--- src/rtl/fetch_unit_pkg.sv ---
// ============================================================================
// fetch_unit_pkg : shared widths, branch/condition encodings, FSM states
// Revision: 1.0
// ============================================================================
`default_nettype none

package fetch_unit_pkg;

  localparam int WORD      = 64;
  localparam int INSTR_LEN = 32;

  typedef enum logic [2:0] {
    BR_NONE = 3'd0,
    BR_B    = 3'd1,
    BR_CBZ  = 3'd2,
    BR_CBNZ = 3'd3,
    BR_COND = 3'd4,
    BR_REG  = 3'd5,
    BR_BL   = 3'd6
  } branch_op_e;

  localparam logic [3:0] COND_EQ = 4'd0;
  localparam logic [3:0] COND_NE = 4'd1;
  localparam logic [3:0] COND_HS = 4'd2;
  localparam logic [3:0] COND_LO = 4'd3;
  localparam logic [3:0] COND_MI = 4'd4;
  localparam logic [3:0] COND_PL = 4'd5;
  localparam logic [3:0] COND_VS = 4'd6;
  localparam logic [3:0] COND_VC = 4'd7;
  localparam logic [3:0] COND_HI = 4'd8;
  localparam logic [3:0] COND_LS = 4'd9;
  localparam logic [3:0] COND_GE = 4'd10;
  localparam logic [3:0] COND_LT = 4'd11;
  localparam logic [3:0] COND_GT = 4'd12;
  localparam logic [3:0] COND_LE = 4'd13;
  localparam logic [3:0] COND_AL = 4'd14;
  localparam logic [3:0] COND_NV = 4'd15;

  typedef enum logic [2:0] {
    ST_IDLE   = 3'd0,
    ST_FETCH  = 3'd1,
    ST_HOLD   = 3'd2,
    ST_HALTED = 3'd3,
    ST_FAULT  = 3'd4
  } fetch_state_e;

  // nzcv is packed {N,Z,C,V}; NV behaves as always.
  function automatic logic cond_pass(input logic [3:0] cond, input logic [3:0] nzcv);
    logic n, z, c, v, pass;
    n = nzcv[3];
    z = nzcv[2];
    c = nzcv[1];
    v = nzcv[0];
    case (cond)
      COND_EQ: pass = z;
      COND_NE: pass = !z;
      COND_HS: pass = c;
      COND_LO: pass = !c;
      COND_MI: pass = n;
      COND_PL: pass = !n;
      COND_VS: pass = v;
      COND_VC: pass = !v;
      COND_HI: pass = c && !z;
      COND_LS: pass = !(c && !z);
      COND_GE: pass = (n == v);
      COND_LT: pass = (n != v);
      COND_GT: pass = !z && (n == v);
      COND_LE: pass = !(!z && (n == v));
      default: pass = 1'b1;
    endcase
    return pass;
  endfunction

endpackage

`default_nettype wire

--- src/rtl/fetch_unit_if.sv ---
// ============================================================================
// fetch_unit_if : instruction-memory request/response handshake
// Revision: 1.0
// ============================================================================
`default_nettype none

interface fetch_unit_if;
  import fetch_unit_pkg::*;

  logic                 req;
  logic [WORD-1:0]      addr;
  logic                 rvalid;
  logic [INSTR_LEN-1:0] rdata;

  modport master (output req, output addr, input rvalid, input rdata);
  modport slave  (input req, input addr, output rvalid, output rdata);

endinterface

`default_nettype wire

--- src/rtl/fetch_unit_branch_resolve.sv ---
// ============================================================================
// fetch_unit_branch_resolve : combinational next-PC selection for one retire
// Revision: 1.0
// ============================================================================
`default_nettype none

module fetch_unit_branch_resolve
  import fetch_unit_pkg::*;
(
  input  logic [2:0]      branch_op,
  input  logic [3:0]      flags,
  input  logic [3:0]      cond,
  input  logic            alu_zero,
  input  logic [WORD-1:0] pc,
  input  logic [WORD-1:0] offset,
  input  logic [WORD-1:0] target,
  output logic [WORD-1:0] next_pc,
  output logic            taken
);

  logic [WORD-1:0] seq_pc;
  logic [WORD-1:0] rel_pc;

  always_comb begin
    seq_pc  = pc + 64'd4;
    rel_pc  = pc + (offset << 2);
    taken   = 1'b0;
    next_pc = seq_pc;
    case (branch_op)
      BR_B, BR_BL: begin
        taken   = 1'b1;
        next_pc = rel_pc;
      end
      BR_CBZ: begin
        taken   = alu_zero;
        next_pc = alu_zero ? rel_pc : seq_pc;
      end
      BR_CBNZ: begin
        taken   = !alu_zero;
        next_pc = alu_zero ? seq_pc : rel_pc;
      end
      BR_COND: begin
        taken   = cond_pass(cond, flags);
        next_pc = taken ? rel_pc : seq_pc;
      end
      BR_REG: begin
        taken   = 1'b1;
        next_pc = target;
      end
      default: ;
    endcase
  end

endmodule

`default_nettype wire

--- src/rtl/fetch_unit.sv ---
// ============================================================================
// fetch_unit : PC register, imem fetch FSM with timeout, instruction hold
// Revision: 1.0
// ============================================================================
`default_nettype none

module fetch_unit
  import fetch_unit_pkg::*;
#(
  parameter logic [WORD-1:0] RESET_PC = 64'h0,
  parameter int              TIMEOUT  = 16
) (
  input  logic                 clk,
  input  logic                 reset,
  fetch_unit_if.master         imem,
  output logic [INSTR_LEN-1:0] instruction,
  output logic                 instr_valid,
  output logic [WORD-1:0]      pc,
  output logic [WORD-1:0]      pc_plus4,
  input  logic                 retire,
  input  logic [2:0]           branch_op,
  input  logic [WORD-1:0]      branch_offset,
  input  logic [WORD-1:0]      br_target,
  input  logic                 alu_zero,
  input  logic [3:0]           flags,
  input  logic [3:0]           cond,
  input  logic                 halt,
  output logic                 fault
);

  localparam int CNT_W = $clog2(TIMEOUT + 1);

  fetch_state_e         state_q, state_d;
  logic [WORD-1:0]      pc_q, pc_d;
  logic [INSTR_LEN-1:0] instr_q, instr_d;
  logic                 fault_q, fault_d;
  logic [CNT_W-1:0]     wait_q, wait_d;

  logic [WORD-1:0]      next_pc;
  logic                 taken;
  logic                 misaligned;

  fetch_unit_branch_resolve u_branch_resolve (
    .branch_op (branch_op),
    .flags     (flags),
    .cond      (cond),
    .alu_zero  (alu_zero),
    .pc        (pc_q),
    .offset    (branch_offset),
    .target    (br_target),
    .next_pc   (next_pc),
    .taken     (taken)
  );

  // A fall-through target keeps the low bits of pc, so only a taken branch can misalign.
  assign misaligned = (taken ? next_pc[1:0] : pc_q[1:0]) != 2'b00;

  always_comb begin
    state_d = state_q;
    pc_d    = pc_q;
    instr_d = instr_q;
    fault_d = fault_q;
    wait_d  = wait_q;
    case (state_q)
      ST_IDLE: begin
        state_d = ST_FETCH;
        wait_d  = '0;
      end
      ST_FETCH: begin
        if (imem.rvalid) begin
          instr_d = imem.rdata;
          state_d = ST_HOLD;
        end else if (wait_q == CNT_W'(TIMEOUT - 1)) begin
          fault_d = 1'b1;
          state_d = ST_FAULT;
        end else begin
          wait_d = wait_q + CNT_W'(1);
        end
      end
      ST_HOLD: begin
        if (retire) begin
          if (misaligned) begin
            fault_d = 1'b1;
            state_d = ST_FAULT;
          end else begin
            pc_d    = next_pc;
            wait_d  = '0;
            state_d = halt ? ST_HALTED : ST_FETCH;
          end
        end
      end
      default: ;
    endcase
  end

  always_ff @(posedge clk or posedge reset) begin
    if (reset) begin
      state_q <= ST_IDLE;
      pc_q    <= RESET_PC;
      instr_q <= '0;
      fault_q <= 1'b0;
      wait_q  <= '0;
    end else begin
      state_q <= state_d;
      pc_q    <= pc_d;
      instr_q <= instr_d;
      fault_q <= fault_d;
      wait_q  <= wait_d;
    end
  end

  // Request follows the registered state so an asynchronous reset drops it at once.
  assign imem.req    = (state_q == ST_FETCH);
  assign imem.addr   = pc_q;
  assign instruction = instr_q;
  assign instr_valid = (state_q == ST_HOLD);
  assign pc          = pc_q;
  assign pc_plus4    = pc_q + 64'd4;
  assign fault       = fault_q;

endmodule

`default_nettype wire

--- src/flat_wrapper.sv ---
// flat-port wrapper written by rule: the top's interface ports become plain ports
module fetch_unit_flat import fetch_unit_pkg::*;
#(
  parameter logic [WORD-1:0] RESET_PC = 64'h0,
  parameter int              TIMEOUT  = 16
)
  (clk, reset, instruction, instr_valid, pc, pc_plus4, retire, branch_op, branch_offset, br_target, alu_zero, flags, cond, halt, fault, imem_req, imem_addr, imem_rvalid, imem_rdata);
  fetch_unit_if imem_i ();
  input  logic clk;
  input  logic reset;
  output logic [INSTR_LEN-1:0] instruction;
  output logic instr_valid;
  output logic [WORD-1:0] pc;
  output logic [WORD-1:0] pc_plus4;
  input  logic retire;
  input  logic [2:0] branch_op;
  input  logic [WORD-1:0] branch_offset;
  input  logic [WORD-1:0] br_target;
  input  logic alu_zero;
  input  logic [3:0] flags;
  input  logic [3:0] cond;
  input  logic halt;
  output logic fault;
  output wire logic [$bits(imem_i.req)-1:0] imem_req;
  output wire logic [$bits(imem_i.addr)-1:0] imem_addr;
  input wire logic [$bits(imem_i.rvalid)-1:0] imem_rvalid;
  input wire logic [$bits(imem_i.rdata)-1:0] imem_rdata;
  assign imem_req = imem_i.req;
  assign imem_addr = imem_i.addr;
  assign imem_i.rvalid = imem_rvalid;
  assign imem_i.rdata = imem_rdata;
  fetch_unit #(.RESET_PC(RESET_PC), .TIMEOUT(TIMEOUT)) u_core (.clk(clk), .reset(reset), .imem(imem_i), .instruction(instruction), .instr_valid(instr_valid), .pc(pc), .pc_plus4(pc_plus4), .retire(retire), .branch_op(branch_op), .branch_offset(branch_offset), .br_target(br_target), .alu_zero(alu_zero), .flags(flags), .cond(cond), .halt(halt), .fault(fault));
endmodule
--- config.mk ---
export PLATFORM = sky130hd
export DESIGN_NAME = fetch_unit_flat
export DESIGN_NICKNAME = d
export VERILOG_FILES = /design/src/rtl/fetch_unit_pkg.sv /design/src/rtl/fetch_unit_if.sv /design/src/rtl/fetch_unit_branch_resolve.sv /design/src/rtl/fetch_unit.sv /design/src/flat_wrapper.sv
export SDC_FILE = /design/constraint.sdc
export NUM_CORES = 1
export LEC_CHECK = 0
export CAP_MARGIN = 20
export CORE_ASPECT_RATIO = 1.1
export CORE_MARGIN = 2
export CORE_UTILIZATION = 38
export CTS_BUF_LIST = sky130_fd_sc_hd__clkbuf_16
export CTS_CLUSTER_DIAMETER = 120
export DETAILED_ROUTE_END_ITERATION = 6
export GPL_TIMING_DRIVEN = 0
export PLACE_DENSITY = 0.71
export RECOVER_POWER = 25
export SLEW_MARGIN = 20
export SYNTH_ARGS = -nofsm -noshare
export SYNTH_HDL_FRONTEND = slang
export SYNTH_SLANG_ARGS = --single-unit
--- constraint.sdc ---
create_clock -name clk -period 5.65 [get_ports clk]
set_input_delay 1.13 -clock clk [delete_from_list [all_inputs] [get_ports clk]]
set_output_delay 1.13 -clock clk [all_outputs]
set_load 0.01 [all_outputs]
==> results of run 1 <==
==> per-layer routing <==
layer,GRT usage,share of wire,vias up
met3,0.0437,0.076,74
li1,-,-,5572
met1,0.389,0.41,5792
met2,0.536,0.48,595
met5,0,0,-
met4,0.117,0.032,0
==> final cells by class <==
type | instances | area share
Clock buffer | 9 | 0.0148
Multi-Input combinational cell | 1030 | 0.457
Inverter | 29 | 0.00723
Timing Repair Buffer | 400 | 0.262
Tap cell | 357 | 0.0293
Antenna cell | 4 | 0.000657
Sequential cell | 105 | 0.172
Clock inverter | 7 | 0.00435
Buffer | 138 | 0.0514
==> cells in the final DEF (no fill, tap or decap), types with 13 or more instances in the layout <==
| cell type | Yosys | final |
|---|---|---|
| xnor2_1 | 67 | 67 |
| dfrtp_1 | 105 | 105 |
| nor3_1 | 27 | 27 |
| nand2_1 | 136 | 136 |
| o22ai_1 | 13 | 13 |
| clkdlybuf4s50_1 | 0 | 395 |
| clkbuf_1 | 52 | 52 |
| a221oi_1 | 24 | 24 |
| buf_2 | 14 | 14 |
| inv_1 | 29 | 28 |
| buf_4 | 66 | 66 |
| nand3_1 | 43 | 43 |
| o21ai_0 | 87 | 87 |
| a21o_1 | 38 | 38 |
| nand4_1 | 34 | 34 |
| xor2_1 | 45 | 45 |
| a222oi_1 | 23 | 23 |
| mux2_2 | 34 | 34 |
| nor2_1 | 94 | 94 |
| ha_1 | 64 | 64 |
| a21oi_1 | 99 | 99 |
==> registers in the layout (all words and copies together) (netlist names) <==
signal	cells
u_core.fault	1
u_core.imem.addr	64
u_core.instruction	32
u_core.state_q	3
u_core.wait_q	5
==> what timing repair did <==
item	CTS	global route
endpoints found under the setup margin	0	1
hold endpoints to repair	0	0
resized for setup	0	1
buffers inserted	0	0
==> cells by family (layout without fill, tap and decap cells) <==
kind of cell	Yosys count	in the layout	synth area share
other	0	4	0
flip-flops	105	105	0.251
AO/OA/AOI/OAI	392	392	0.252
XOR/XNOR	112	112	0.0936
adder cells (fa/ha/maj)	65	65	0.0783
multiplexers	39	39	0.0425
AND/OR/NAND/NOR	422	422	0.198
buffers and inverters	167	583	0.0851
==> path summary, 6_finish.rpt <==
| kind | start | cells past startpoint | slack (ns) | to |
|---|---|---|---|---|
| max in group asynchronous | reset | 3 | 1.48 | u_core.imem.addr[13]$_DFFE_PP0P_ |
| worst max register to register | u_core.imem.addr[23]$_DFFE_PP0P_ | 11 | 1.78 | u_core.imem.addr[56]$_DFFE_PP0P_ |
| worst max-delay path | u_core.imem.addr[23]$_DFFE_PP0P_ | 8 | 0.36 | pc_plus4[43] |
| min in group asynchronous | reset | 2 | 1.72 | u_core.imem.addr[56]$_DFFE_PP0P_ |
| worst min register to register | u_core.fault$_DFFE_PP0P_ | 1 | 0.47 | u_core.fault$_DFFE_PP0P_ |
| worst min-delay path | u_core.fault$_DFFE_PP0P_ | 1 | 0.47 | u_core.fault$_DFFE_PP0P_ |
==> metrics by stage <==
step                       util  total power, mW
after floorplan               -            0.963
after global placement    0.552             1.17
after detailed placement  0.553             1.18
after CTS                 0.564             1.84
after global routing      0.563             1.90
final                     0.563             1.83
==> worst max-delay path: stages, from the launching register on <==
cell and delay (ns):
dfrtp_1 0.61, and3_1 0.28, and3_1 0.22, nand3_1 0.37, nor3_2 0.66, nor3b_4 0.49
nand3_1 0.18, xnor2_1 0.35, clkdlybuf4s50_1 0.63
==> power by group through the flow <==
stage / Combinational [mW] / Sequential, mW / Clock, mW
2_1_floorplan: 0.197 / 0.766 / 0
3_3_place_gp: 0.408 / 0.766 / 0
3_5_place_dp: 0.413 / 0.766 / 0
4_1_cts: 0.416 / 0.751 / 0.672
5_1_grt: 0.447 / 0.751 / 0.702
6_report: 0.417 / 0.751 / 0.666
==> impl_metrics.json, run 1 <==
{
  "nNetsFinal": 1955,
  "finalCritPeriodShare": 0.935,
  "cp.required_ns": 4.52,
  "dp_hpwl_um": 36700,
  "worst_slew_pin_slew_ns": 1.98,
  "syn_nets": 1544,
  "yosysWarnings": 0,
  "clock-sinks": 105,
  "clkTransAtPathRegs_ns": 0.09,
  "ys_top_cells_by_area": "dfrtp_1 (25%), ha_1 (7.6%), xnor2_1 (5.6%)",
  "stdcell_area_um2": 15200,
  "syn_avg_cell_area_um2": 8.05,
  "die_w_um": 162,
  "synthFlopType": "dfrtp_1",
  "failed_checks": "max-capacitance violations, max-slew violations",
  "portBuffers": 399,
  "antenna_found_initial": 5,
  "hold_path.class": "flip-flop to flip-flop",
  "vias": 12000,
  "num_rows": 63,
  "via_per_inst": 5.79,
  "dr.first_iter.drc_count": 865,
  "cts_max_path_buffers": 2,
  "routed_wl_um": 46100,
  "synth_async_sr_flop_share": 1.00,
  "grt_pass1_vias": 11600,
  "layout.cells.non_filler": 2079,
  "finalMaxSlewViolations": 108,
  "grt_usage": 0.308,
  "p_sw_frac": 0.315,
  "drt_first_pass_iters": 6,
  "clkLatencyLatePin_ns": 0.38,
  "gp_congestion": 0.938,
  "powerDensity_nw_per_um2": 120,
  "io_pins": 404,
  "grt_pass1_wl_um": 68700,
  "status": "finished with violations",
  "core_um2": 27000,
  "synth_cells": 1302,
  "tns_ns": 0,
  "grt_overflow": 0,
  "crit_arrival_ns": 4.16,
  "p_leak_nw": 6.58,
  "criticalPathCategory": "flip-flop to output pin",
  "critPathMaxFanout": 9,
  "antenna_left": 0,
  "clock_power_share": 0.363,
  "cts_max_level": 3,
  "post-synth-top-count-cell": "nand2_1",
  "cts_buffers": 9,
  "drc_errors": 0,
  "fin_crit_ns": 5.29,
  "ctsHoldBuffers": 0,
  "setup_viol": 0,
  "synth-seq-cells": 105,
  "place_area_um2": 15000,
  "p_int_mw": 1.26,
  "peakVddDrop_uv": 114,
  "dp_cells": 2059,
  "wl_per_cell_um": 22.2,
  "synth_top_area_share": 0.251,
  "syn_area_um2": 10500,
  "netlist-cell-type-count": 73,
  "synth_top_area_cell": "dfrtp_1",
  "drive_gt1_frac": 0.0896,
  "hold_viol": 0,
  "die_area_um2": 28900,
  "p_comb_frac": 0.227,
  "ff_latch_area_um2": 2630,
  "nFillCells": 2505,
  "areaGrowthSynthToFinish_pct": 45.4,
  "skew_ns": 0.0134,
  "switchingPower_uw": 578,
  "grt_max_degree": 68,
  "synthTopCellsByCount": "nand2_1 (136), dfrtp_1 (105), a21oi_1 (99)",
  "pre_cts_ws_ns": 0.455,
  "end_kind": "output pin",
  "fmaxAchievable_ghz": 0.189,
  "multiInputGateArea_um2": 6970,
  "maxCapViolations": 2,
  "layout_setup_ws_ns": 0.365,
  "rsz0062_at_grt": "false",
  "cts-root-buf": "clkbuf_16",
  "cp-start-kind": "flip-flop",
  "die_h_um": 178,
  "synth_edf_count": 0,
  "hold_slack_ns": 0.472,
  "synth_seq_area_share": 0.251,
  "start_util": 0.388,
  "maxSlewHeadroom": -0.329,
  "cts_tree": "yes",
  "sequentialPowerShare": 0.410
}
No activity file was read; power rests on OpenSTA's default activity.
==> inputs of run 2 (changes only) <==
ABC_AREA = 1   (was unset)
PLACE_DENSITY = 0.66   (was 0.71)
==> run 2 against run 1 <==
Effect of this change: the flow still finishes with violations (max-capacitance violations, max-slew violations); global-route usage rose by 4.4 points; setup slack improved by 0.86 ns; hold slack barely moved; design area rose by 23%; non-clock buffer count fell by 32; clock skew fell by 0.0036 ns; combinational power rose by 57%; critical path type unchanged; largest cell class unchanged; largest power group unchanged.
==> impl_metrics.json, run 2 <==
{
  "crit_arrival_ns": 3.29,
  "clock-sinks": 105,
  "cts_buffers": 9,
  "synthTopCellsByCount": "nand2_1 (1055), inv_1 (413), nor2_1 (235)",
  "layout.cells.non_filler": 3403,
  "r2r_setup_slack_ns": 2.54,
  "hold_viol": 0,
  "min_to": "u_core.fault$_DFFE_PP0P_",
  "finalMaxSlewViolations": 62,
  "nFillCells": 3909,
  "die_area_um2": 37900,
  "dp_cells": 3387,
  "post-synth-top-count-cell": "nand2_1",
  "failed_checks": "max-capacitance violations, max-slew violations",
  "critPathMaxFanout": 9,
  "clkLatencyLatePin_ns": 0.37,
  "crit_slowest_cell": "dfrtp_1",
  "ctsHoldBuffers": 0,
  "sequentialPowerShare": 0.362,
  "synthFlopType": "dfrtp_1",
  "synth_edf_count": 0,
  "cp_common_cell": "inv_2",
  "p_sw_frac": 0.336,
  "antenna_found_initial": 0,
  "synth_async_sr_flop_share": 1.00,
  "maxSlewHeadroom": -1.03,
  "syn_area_um2": 13800,
  "synth_seq_area_share": 0.190,
  "cts_max_level": 3,
  "grt_overflow": 0,
  "gp_congestion": 0.998,
  "cts-root-buf": "clkbuf_16",
  "drt_first_pass_iters": 5,
  "use_met1": 0.429,
  "core_um2": 36000,
  "grt_usage": 0.353,
  "r2r.worst_path.cells": 16,
  "setup_viol": 0,
  "die_h_um": 204,
  "clock_power_share": 0.332,
  "vias": 17000,
  "cp.required_ns": 4.52,
  "antenna_cells": 0,
  "wl_per_cell_um": 19.8,
  "drc_errors": 0,
  "areaGrowthSynthToFinish_pct": 36.0,
  "cts.repair.resized": 0,
  "yosysWarnings": 0,
  "r2r-end": "u_core.imem.addr[45]$_DFFE_PP0P_",
  "syn_nets": 2740,
  "grt_use_met3": 0.0570,
  "ys_top_cells_by_area": "nand2_1 (29%), dfrtp_1 (19%), inv_1 (11%)",
  "fin_crit_ns": 4.42,
  "r2r_start": "u_core.imem.addr[4]$_DFFE_PP0P_",
  "dp_hpwl_um": 58100,
  "final_common_cell": "nand2_1",
  "io_pins": 404,
  "power_mw": 2.14,
  "tns_ns": 0,
  "netlist-cell-type-count": 42,
  "status": "finished with violations",
  "cts_tree": "yes",
  "dr.first_iter.drc_count": 1176,
  "peakVddDrop_uv": 205,
  "switchingPower_uw": 719,
  "p_int_mw": 1.42,
  "start_util": 0.384,
  "grt_pass1_vias": 16600,
  "syn_avg_cell_area_um2": 5.53,
  "busiest_layer": "met2",
  "p_comb_frac": 0.306,
  "synth-seq-cells": 105,
  "worst_slew_pin_slew_ns": 3.03,
  "grt_util_met2": 0.622,
  "grt_max_degree": 63,
  "die_w_um": 186,
  "drive_gt1_frac": 0.0665,
  "p_leak_nw": 9.99,
  "synth_cells": 2498,
  "finalCritPeriodShare": 0.783,
  "final_cell_mix": "nand2_1 (1055), inv_1 (413), clkdlybuf4s50_1 (399)",
  "hold_path.class": "flip-flop to flip-flop",
  "antenna_left": 0,
  "worstHoldPathCells": 2,
  "skew_ns": 0.00978,
  "clkTransAtPathRegs_ns": 0.07,
  "cp-start-kind": "flip-flop",
  "fmaxAchievable_ghz": 0.226,
  "via_per_inst": 5.00,
  "hold_path_startpoint": "u_core.fault$_DFFE_PP0P_",
  "largest_reg_flops": 64,
  "nNetsFinal": 3153,
  "grt_pass1_wl_um": 98400,
  "cts_setup_buffers": 0,
  "slowest_delay_ns": 0.71,
  "worstPathCellList": "ha_1 > nand3_4 > inv_2 > nand2_2 > nor2_1 > nand3_1 > xor2_1 > inv_2 > clkdlybuf4s50_1",
  "portBuffers": 401,
  "maxCapViolations": 1,
  "powerDensity_nw_per_um2": 114,
  "routed_wl_um": 67400,
  "cts_max_path_buffers": 2,
  "synth_top_area_share": 0.287,
  "criticalPathCategory": "flip-flop to output pin",
  "synth_top_area_cell": "nand2_1",
  "end_kind": "output pin",
  "rsz0062_at_grt": "false",
  "num_rows": 73
}
[run 2: per-stage QoR]
step	cell area, um2	hold slack [ns]	setup slack [ns]	utilization
after floorplan	13800	0.452	1.76	-
after global placement	18400	0.451	-0.119	0.512
after detailed placement	18500	0.458	1.65	0.513
after CTS	18800	0.476	1.25	0.522
after global routing	18800	0.498	1.19	0.522
final	18800	0.472	1.23	0.522
[run 2: area by class of cell]
cell class,instances,area (um2),share of cell area
plain buffers,104,699,0.0373
clock buffers,9,225,0.0120
clock inverters,7,93.8,0.00500
inverters,430,1620,0.0861
multi-input cells,1859,8860,0.472
flip-flops and latches,105,2630,0.140
well taps,487,609,0.0325
repair buffers,402,4040,0.215
[run 2: how the worst max path moves through the flow]
stage	startpoint	endpoint	slack, ns
after floorplan	reset	u_core.fault$_DFFE_PP0P_	1.76
after global placement	reset	u_core.imem.addr[10]$_DFFE_PP0P_	-0.12
after detailed placement	u_core.imem.addr[2]$_DFFE_PP0P_	pc_plus4[50]	1.65
after CTS	u_core.imem.addr[2]$_DFFE_PP0P_	pc_plus4[50]	1.25
after global routing	u_core.imem.addr[2]$_DFFE_PP0P_	pc_plus4[34]	1.19
final	u_core.imem.addr[2]$_DFFE_PP0P_	pc_plus4[50]	1.23
[run 2: metal layers]
metal	share of wire	vias up
met3	0.072	118
li1	-	8355
met2	0.49	676
met5	0	-
met1	0.40	7883
met4	0.037	0
[run 2: critical path: cells and delay by family (launching register included)]
kind          cells  cell delay (ns)
xor+xnor          1             0.19
fa+ha+maj         1             0.45
buf+inv           3             0.79
flops             1             0.71
simple gates      4             0.77
[run 2: cells by family after synthesis]
group                      count (synthesis)  share of synthesized area
and+or+nand+nor                         1577                      0.474
xor gates and xnor gates                  69                     0.0481
muxes                                      1                   0.000725
buffers and inverters                    534                      0.168
DFF                                      105                      0.190
adders and majority gates                 65                     0.0595
AOI/OAI and AO/OA                        147                     0.0596
[run 2: power groups by stage]
| stage | Clock (mW) | Sequential (mW) | Combinational [mW] |
|---|---|---|---|
| after floorplan | 0 | 0.792 | 0.321 |
| after global placement | 0 | 0.789 | 0.640 |
| after detailed placement | 0 | 0.789 | 0.646 |
| after CTS | 0.716 | 0.775 | 0.649 |
| after global routing | 0.744 | 0.776 | 0.714 |
| final | 0.711 | 0.775 | 0.655 |
==> inputs of run 3 (changes only) <==
clock period = 4.1 ns   (was 5.65 ns; I/O delays follow)
==> run 3 against run 2 <==
Effect of this change: the run still ends with max-capacitance violations, max-slew violations left; final cell count unchanged; setup slack worse by 1.0 ns; count of clock-buffer cells in the layout unchanged; die area unchanged; critical path type unchanged; clock skew about the same; first-iteration DRC count unchanged; via count unchanged; highest routed layer unchanged; routed wire length about the same; design area about the same.
==> impl_metrics.json, run 3 (same netlist as run 2, synthesis figures left out) <==
{
  "gp_congestion": 0.998,
  "stdcell_area_um2": 18800,
  "cts_max_path_buffers": 2,
  "hold_path.class": "flip-flop to flip-flop",
  "final_cell_mix": "nand2_1 (1055), inv_1 (414), clkdlybuf4s50_1 (399)",
  "cts-root-buf": "clkbuf_16",
  "antenna_found_initial": 0,
  "pre_cts_ws_ns": 0.414,
  "nNetsFinal": 3153,
  "core_um2": 36000,
  "grt_max_degree": 63,
  "cp-start-kind": "flip-flop",
  "cp_common_cell": "inv_2",
  "peakVddDrop_uv": 283,
  "cts_buffers": 9,
  "antenna_left": 0,
  "die_area_um2": 37900,
  "power_mw": 2.95,
  "skew_ns": 0.00977,
  "die_w_um": 186,
  "status": "finished with violations",
  "worst_slew_pin_slew_ns": 2.61,
  "antenna_cells": 0,
  "routed_wl_um": 67400,
  "clock-sinks": 105,
  "drive_gt1_frac": 0.0669,
  "final_core_util": 0.522,
  "clkTransAtPathRegs_ns": 0.07,
  "grt_overflow": 0,
  "layout.cells.non_filler": 3403,
  "cp.required_ns": 3.28,
  "worstPathCellList": "ha_1 > nand3_4 > inv_2 > nand2_2 > nor2_1 > nand3_1 > xor2_1 > inv_2 > clkdlybuf4s50_1",
  "via_per_inst": 5.00,
  "largest_reg_flops": 64,
  "powerDensity_nw_per_um2": 157,
  "maxCapViolations": 1,
  "grt_pass1_vias": 16600,
  "r2r.worst_path.cells": 16,
  "dr.first_iter.drc_count": 1176,
  "nFillCells": 3909,
  "ff_latch_area_um2": 2630,
  "r2r_setup_slack_ns": 0.99,
  "cts_tree": "yes",
  "cp_num_cells": 9,
  "io_pins": 404,
  "maxSlewHeadroom": -0.739,
  "hold_path_startpoint": "u_core.fault$_DFFE_PP0P_",
  "slowest_delay_ns": 0.56,
  "wl_per_cell_um": 19.8,
  "fmaxAchievable_ghz": 0.255,
  "crit_arrival_ns": 3.10,
  "rsz0062_at_grt": "false",
  "critical_path_buf_inv_count": 3,
  "setup_viol": 0,
  "fin_crit_ns": 3.92,
  "finalCritPeriodShare": 0.957,
  "multiInputGateArea_um2": 8860,
  "ctsHoldBuffers": 0,
  "path_delay_family": "buffers and inverters",
  "final_common_cell": "nand2_1",
  "cts_max_level": 3,
  "p_leak_nw": 9.99,
  "cts_setup_buffers": 0,
  "min_to": "u_core.fault$_DFFE_PP0P_",
  "dp_cells": 3387,
  "place_area_um2": 18500,
  "grt_pass1_wl_um": 98400,
  "worstHoldPathCells": 2,
  "num_rows": 73,
  "start_util": 0.384,
  "hold_viol": 0,
  "die_h_um": 204,
  "portBuffers": 401,
  "failed_checks": "max-capacitance violations, max-slew violations",
  "finalMaxSlewViolations": 62,
  "r2r-end": "u_core.imem.addr[45]$_DFFE_PP0P_",
  "dp_hpwl_um": 58100,
  "grt_usage": 0.353,
  "areaGrowthSynthToFinish_pct": 36.0,
  "criticalPathCategory": "flip-flop to output pin",
  "crit_slowest_cell": "dfrtp_2",
  "end_kind": "output pin",
  "layout_setup_ws_ns": 0.176,
  "vias": 17000,
  "critPathMaxFanout": 9,
  "drc_errors": 0,
  "r2r_start": "u_core.imem.addr[4]$_DFFE_PP0P_",
  "drt_first_pass_iters": 5,
  "clkLatencyLatePin_ns": 0.37
}
run 3: worst max path at each step:
stage / from / endpoint
6_report: u_core.imem.addr[2]$_DFFE_PP0P_ / pc_plus4[50]
5_1_grt: u_core.imem.addr[20]$_DFFE_PP0P_ / pc_plus4[57]
2_1_floorplan: reset / u_core.fault$_DFFE_PP0P_
3_3_place_gp: reset / u_core.imem.addr[10]$_DFFE_PP0P_
4_1_cts: u_core.imem.addr[2]$_DFFE_PP0P_ / pc_plus4[50]
3_5_place_dp: u_core.imem.addr[2]$_DFFE_PP0P_ / pc_plus4[50]
run 3: metal layers:
layer | vias to the layer above | wire [um] | global-route usage
li1 | 8356 | - | -
met1 | 7884 | 27000 | 0.429
met2 | 674 | 33100 | 0.622
met3 | 118 | 4860 | 0.0570
met4 | 0 | 2460 | 0.128
met5 | - | 0 | 0
run 3: layout make-up:
class	count	share of cell area
Sequential cell	105	0.140
Clock buffer	9	0.0120
Inverter	430	0.0860
Timing Repair Buffer	402	0.215
Multi-Input combinational cell	1859	0.472
Tap cell	487	0.0325
Buffer	104	0.0373
Clock inverter	7	0.00500
run 3: stage by stage:
step	hold slack [ns]	TNS, ns
CTS	0.476	0
global placement	0.451	-141.33
floorplan	0.452	0
detailed placement	0.458	0
global route	0.498	0
finish	0.472	0
run 3: report_power, final:
group / switching (mW) / internal (mW)
clock network: 0.442 / 0.537
logic: 0.532 / 0.370
registers: 0.0158 / 1.05
total: 0.990 / 1.96
run 3: what timing repair did:
action,in CTS,in global routing
gates resized for setup,0,2
endpoints found under the hold margin,0,0
endpoints found under the setup margin,0,4
run 3: tightest hold or removal path, stage by stage, from the launching register on:
cell and delay, ns:
dfrtp_1 0.35, inv_1 0.04, nand2_1 0.05
